<file path="config.mk">
export PLATFORM = sky130hd
export DESIGN_NAME = goertzel_bin_engine
export DESIGN_NICKNAME = d
export VERILOG_FILES = /design/src/rtl/goertzel_bin_engine.sv
export SDC_FILE = /design/constraint.sdc
export NUM_CORES = 2
export LEC_CHECK = 0
export CORE_ASPECT_RATIO = 0.7
export CORE_MARGIN = 5
export CORE_UTILIZATION = 56
export CTS_CLUSTER_SIZE = 14
export DETAILED_ROUTE_END_ITERATION = 7
export PLACE_DENSITY = 0.8
export SYNTH_ARGS = -nofsm -noshare
export SYNTH_HDL_FRONTEND = slang
export SYNTH_SLANG_ARGS = --single-unit
</file>
<file path="constraint.sdc">
create_clock -name sys_clk -period 8.32 [get_ports sys_clk]
set_clock_uncertainty 0.1 [all_clocks]
set_input_delay 1.664 -clock sys_clk [delete_from_list [all_inputs] [get_ports sys_clk]]
set_output_delay 1.664 -clock sys_clk [all_outputs]
set_load 0.02 [all_outputs]
</file>
<file path="src/rtl/goertzel_bin_engine.sv">
// -----------------------------------------------------------------------------
// goertzel_bin_engine
//
// Single-bin Goertzel engine. For each processing block it requests one
// sin/cos coefficient pair from the upstream feeder, captures it, runs the
// second-order Goertzel recursion over N_SAMPLES qualified samples, and then
// emits the complex bin result with a one-cycle valid strobe.
//
// Ports:
//   sys_clk    : system clock, rising edge
//   rst        : synchronous active-high reset
//   enable     : level; blocks run back to back while high
//   coeffs_rq  : one-cycle coefficient request to the feeder
//   d_ready    : feeder acknowledge (only honoured while waiting for it)
//   sin_in     : sin(w), signed Q1.14
//   cos_in     : cos(w), signed Q1.14
//   smp_in     : signed sample
//   smp_valid  : sample qualifier
//   smp_drop   : registered pulse for a valid sample seen outside accumulation
//   re_out     : real part of the bin result
//   im_out     : imaginary part of the bin result
//   res_valid  : one-cycle result strobe; re_out/im_out hold until the next
//   busy       : high whenever the engine is not idle
// -----------------------------------------------------------------------------
module goertzel_bin_engine #(
    parameter int D_W       = 16,
    parameter int ACC_W     = 32,
    parameter int N_SAMPLES = 205,
    parameter int CNT_W     = 8
) (
    input  logic             sys_clk,
    input  logic             rst,
    input  logic             enable,
    output logic             coeffs_rq,
    input  logic             d_ready,
    input  logic [D_W-1:0]   sin_in,
    input  logic [D_W-1:0]   cos_in,
    input  logic [D_W-1:0]   smp_in,
    input  logic             smp_valid,
    output logic             smp_drop,
    output logic [ACC_W-1:0] re_out,
    output logic [ACC_W-1:0] im_out,
    output logic             res_valid,
    output logic             busy
);

    localparam int PROD_W = D_W + ACC_W;
    // Coefficients are Q1.14: a shift of FRAC_W scales by cos(w), while the
    // recursion needs 2*cos(w), hence one bit less of shift there.
    localparam int FRAC_W = 14;
    localparam logic [CNT_W-1:0] LAST_CNT = CNT_W'(N_SAMPLES - 1);

    typedef enum logic [2:0] {
        S_IDLE, S_REQ, S_WAIT, S_LATCH, S_ACC, S_FIN1, S_FIN2
    } state_t;

    state_t                  state_q, state_d;
    logic signed [D_W-1:0]   sin_q, sin_d, cos_q, cos_d;
    logic signed [ACC_W-1:0] s1_q, s1_d, s2_q, s2_d;
    logic signed [ACC_W-1:0] pc_q, pc_d, ps_q, ps_d;
    logic [ACC_W-1:0]        re_q, re_d, im_q, im_d;
    logic [CNT_W-1:0]        cnt_q, cnt_d;
    logic                    coeffs_rq_q, coeffs_rq_d;
    logic                    smp_drop_q, smp_drop_d;
    logic                    res_valid_q, res_valid_d;
    logic                    busy_q, busy_d;

    // Full-width signed products; operands are sign-extended to PROD_W so the
    // low PROD_W bits of each product are exact.
    logic signed [PROD_W-1:0] cos_ext, sin_ext, s1_ext, s2_ext;
    logic signed [PROD_W-1:0] fb_sh, pc_sh, ps_sh;
    logic [ACC_W-1:0]         x_ext, s0;
    logic                     unused_prod_hi;

    always_comb begin
        cos_ext = {{ACC_W{cos_q[D_W-1]}}, cos_q};
        sin_ext = {{ACC_W{sin_q[D_W-1]}}, sin_q};
        s1_ext  = {{D_W{s1_q[ACC_W-1]}}, s1_q};
        s2_ext  = {{D_W{s2_q[ACC_W-1]}}, s2_q};
        fb_sh   = (cos_ext * s1_ext) >>> (FRAC_W - 1);
        pc_sh   = (cos_ext * s2_ext) >>> FRAC_W;
        ps_sh   = (sin_ext * s2_ext) >>> FRAC_W;
        x_ext   = {{(ACC_W-D_W){smp_in[D_W-1]}}, smp_in};
        // Sums wrap in ACC_W bits by design; no saturation.
        s0      = x_ext + fb_sh[ACC_W-1:0] - s2_q;
    end

    // Upper product bits are discarded by the truncation to ACC_W.
    assign unused_prod_hi = ^{fb_sh[PROD_W-1:ACC_W], pc_sh[PROD_W-1:ACC_W],
                              ps_sh[PROD_W-1:ACC_W]};

    always_comb begin
        // NOTE: every signal gets a default first so no path leaves it unassigned, which would infer a latch.
        state_d     = state_q;
        sin_d       = sin_q;
        cos_d       = cos_q;
        s1_d        = s1_q;
        s2_d        = s2_q;
        pc_d        = pc_q;
        ps_d        = ps_q;
        re_d        = re_q;
        im_d        = im_q;
        cnt_d       = cnt_q;
        res_valid_d = 1'b0;

        case (state_q)
            S_IDLE:  if (enable) state_d = S_REQ;
            S_REQ:   state_d = S_WAIT;
            S_WAIT:  if (d_ready) state_d = S_LATCH;
            // Capture one edge after d_ready to cover the feeder's BRAM latency.
            S_LATCH: begin
                sin_d   = sin_in;
                cos_d   = cos_in;
                s1_d    = '0;
                s2_d    = '0;
                cnt_d   = '0;
                state_d = S_ACC;
            end
            S_ACC: begin
                if (smp_valid) begin
                    s2_d  = s1_q;
                    s1_d  = s0;
                    cnt_d = cnt_q + CNT_W'(1);
                    if (cnt_q == LAST_CNT) state_d = S_FIN1;
                end
            end
            S_FIN1: begin
                pc_d    = pc_sh[ACC_W-1:0];
                ps_d    = ps_sh[ACC_W-1:0];
                state_d = S_FIN2;
            end
            S_FIN2: begin
                re_d        = s1_q - pc_q;
                im_d        = ps_q;
                res_valid_d = 1'b1;
                state_d     = enable ? S_REQ : S_IDLE;
            end
            default: state_d = S_IDLE;
        endcase

        // Registered from the next state so the request lines up with REQ.
        coeffs_rq_d = (state_d == S_REQ);
        busy_d      = (state_d != S_IDLE);
        smp_drop_d  = smp_valid && (state_q != S_ACC);
    end

    // NOTE: sequential state uses non-blocking assignments so every flop samples pre-edge values.
    always_ff @(posedge sys_clk) begin
        if (rst) begin
            state_q     <= S_IDLE;
            sin_q       <= '0;
            cos_q       <= '0;
            s1_q        <= '0;
            s2_q        <= '0;
            pc_q        <= '0;
            ps_q        <= '0;
            re_q        <= '0;
            im_q        <= '0;
            cnt_q       <= '0;
            coeffs_rq_q <= 1'b0;
            smp_drop_q  <= 1'b0;
            res_valid_q <= 1'b0;
            busy_q      <= 1'b0;
        end else begin
            state_q     <= state_d;
            sin_q       <= sin_d;
            cos_q       <= cos_d;
            s1_q        <= s1_d;
            s2_q        <= s2_d;
            pc_q        <= pc_d;
            ps_q        <= ps_d;
            re_q        <= re_d;
            im_q        <= im_d;
            cnt_q       <= cnt_d;
            coeffs_rq_q <= coeffs_rq_d;
            smp_drop_q  <= smp_drop_d;
            res_valid_q <= res_valid_d;
            busy_q      <= busy_d;
        end
    end

    assign coeffs_rq = coeffs_rq_q;
    assign smp_drop  = smp_drop_q;
    assign re_out    = re_q;
    assign im_out    = im_q;
    assign res_valid = res_valid_q;
    assign busy      = busy_q;

endmodule
</file>
==> flow_summary_export.csv <==
group,metric,value,unit
global_route,antenna_found_initial,8,
route,met3_wirelength,17.8,mm
timing,fin_setup_tns,-6670,ps
synth,yosys.cell_types.count,82,
final_layout,multi_input_area,0.0503,sq mm
worst_setup_path,critPathLaunchType,"flop",
synth,synth.net_count,8972,
worst_setup_path,cpPeakStageDelay,560,ps
synth,syn-cell-area,0.0619,sq mm
final_layout,nets,9151,
route,drtPass1Iterations,5,
timing,fin_ws,-604,ps
timing,hold_slack,348,ps
worst_setup_path,worstReg2RegEnd,"s1_q[30]",
synth,synth_area_leader_cell,"fa_1",
worst_setup_path,worstPathRequired,8710,ps
clock_tree,ctsHoldBuffers,0,
worst_setup_path,r2r.worst_path.cells,36,
hold_path,hold_depth,2,
worst_setup_path,crit_fanout,5,
placed_design,io_buffers,120,
synth,synth.area.top_cells,"fa_1, inv_1, ha_1",
floorplanning,die_w,407,um
floorplanning,die_h,288,um
final_layout,fill_cells,9018,
final_layout,fin_util,62.2,%
route,vias,48545,
global_route,grt_max_degree,77,
run_status,status,"finished, violations left",
worst_setup_path,critical_path.slowest_cell,"fa_1",
global_route,overflow,0,
final_layout,drive_gt1_share,8.69,%
route,m1WireLength,66.2,mm
clock_tree,clk_latency,610,ps
placed_design,dpl.cell_count,8665,
run_status,violations,"setup timing",
route,routed_via_density,5.55,
floorplanning,design.core.area,0.110,sq mm
global_route,grt_pass1_vias,52188,
flow_run,drv_cap,0,
power,ir_worst_vdd,147,uV
worst_setup_path,r2r-start,"cos_q[5]",
synth,synth_top_area_share,46.4,%
timing,slew_viol_final,0,
synth,postSynthAreaPerCell,8.73,sq um
route,detail_route.drc_violations,0,
synth,synth_enable_flop_cells,0,
power,leakage,29.8,nW
synth,ys.flop_type,"dfxtp_1",
synth,synthCells,7095,
timing,setup_viol,20,
placed_design,post-place-ws,-644,ps
global_route,grt.total_usage,29.2,%
worst_setup_path,critPathKind,"reg2reg",
timing,max_freq,112,MHz
synth,synthArstFlopShare,0,%
power,power_density,46.5,mW/mm^2
final_layout,finalNonFillerCells,8752,
clock_tree,cts_buffer_depth,3,
synth,ys_seq_area_share,7.73,%
timing,rsz0062_at_grt,"true",
timing,worstMarginPinSlew,1210,ps
synth,ys_warn_count,0,
final_layout,area_growth,10.7,%
floorplanning,pin_count,121,
clock_tree,h-tree-depth,1,
synth,synth-seq-cells,239,
worst_setup_path,endpoint_kind,"flop",
route,wl,168,mm
route,drt_iter0_drc,3982,
worst_setup_path,rrSetupSlack,-600,ps
global_route,grt_first_pass_wirelength,275,mm
placed_design,dp.final_hpwl,137,mm
synth,synth_commonest_cells,"inv_1, fa_1, nand2_1",
hold_path,min_path_type,"reg2reg",
synth,yosysMostFrequentCell,"inv_1",
power,finalPower,3.19,mW
final_layout,stdcell_area,0.0686,sq mm
placed_design,placed_area,0.0666,sq mm
route,wl_met2,75.7,mm
clock_tree,cts.clk_slew.worst_paths,70,ps
clock_tree,clock-sinks,239,
timing,hold_viol,0,
clock_tree,cts_buffers,27,
timing,slew_headroom,19.5,%
hold_path,holdPathEnd,"ps_q[26]",
hold_path,hp-start,"ps_q[26]",
final_layout,seqCellArea,0.00484,sq mm
route,routed.top_layer,"met5",
timing,min_period_over_period,107,%
worst_setup_path,crit_arrival,9320,ps
clock_tree,cts_tree,"done",
route,wire_per_inst,19.2,um
worst_setup_path,startpoint,"cos_q[5]",
route,ant_nets,0,
clock_tree,clock_tree.root_cell,"clkbuf_16",
floorplanning,die-area,0.117,sq mm
placed_design,globalplace.congestion,0.971,
floorplanning,initial_core_util,56.2,%
timing,min_period,8920,ps
floorplanning,num_rows,102,
[area by class of cell]
cell class	count	area share (%)
sequential	239	7.07
antenna	4	0.0146
clock buffer	33	1.05
timing repair buffer	540	6.77
multi-input combinational	4865	73.4
tap	1456	2.66
clock inverter	14	0.279
inverter	1601	8.77
[cell usage in the layout (no fill, tap or decap), types with 119 or more instances in the layout]
| cell | synthesis | layout |
|---|---|---|
| ha_1 | 388 | 379 |
| inv_1 | 1599 | 1588 |
| xnor2_1 | 132 | 127 |
| clkdlybuf4s50_1 | 0 | 119 |
| fa_1 | 1436 | 1428 |
| dfxtp_1 | 239 | 214 |
| and2_1 | 530 | 526 |
| buf_4 | 0 | 380 |
| nand2_1 | 1277 | 1272 |
| a21oi_1 | 289 | 268 |
[power breakdown]
part / leakage, nW / internal (mW) / switching (mW) / total [mW]
Clock: 0.433 / 0.737 / 0.559 / 1.30
Sequential: 1.94 / 1.15 / 0.0229 / 1.17
Combinational: 27.4 / 0.291 / 0.430 / 0.722
[state kept, by name (all words and copies together) (netlist names)]
name       cells
smp_drop       1
ps_q          32
s2_q          32
cnt_q          8
busy           1
im_out        32
pc_q          32
cos_q         16
s1_q          32
state_q        3
re_out        32
res_valid      1
coeffs_rq      1
sin_q         16
[per-layer routing]
layer  up-vias  global-route usage [%]
met5         -                       0
met4         4                    12.0
met3       430                    6.02
met2      2352                    46.5
met1     24542                    39.5
li1      21217                       -
[cells by family after synthesis]
family	count (synthesis)	synth area share, %
AOI/OAI and AO/OA	636	6.59
xor gates and xnor gates	191	2.70
adders and majority gates	1824	54.3
buffers and inverters	1991	12.1
DFF	239	7.73
muxes	4	0.0647
and+or+nand+nor	2210	16.5
[worst max path at each step]
stage / endpoint / cells after the start / slack, ps
2_1_floorplan: s1_q[29] / 36 / -150
3_3_place_gp: s1_q[28] / 35 / -490
3_5_place_dp: s1_q[28] / 37 / -640
4_1_cts: s1_q[28] / 35 / -450
5_1_grt: s1_q[30] / 36 / -840
6_report: s1_q[30] / 36 / -600
[what timing repair did]
action / CTS / global route
resized for setup: 78 / 104
setup endpoints to repair: 19 / 23
gates cloned: 0 / 1
buffers inserted: 18 / 19
pin swaps: 43 / 80
[critical path: cells and delay by family, from the launching register on]
kind / cells / cell delay, ps
fa+ha+maj: 9 / 3700
compound gates: 11 / 2480
simple gates: 7 / 1220
buf+inv: 7 / 610
flops: 1 / 390
xor+xnor: 2 / 310
Note: power is estimated with default switching activity, not from simulation.
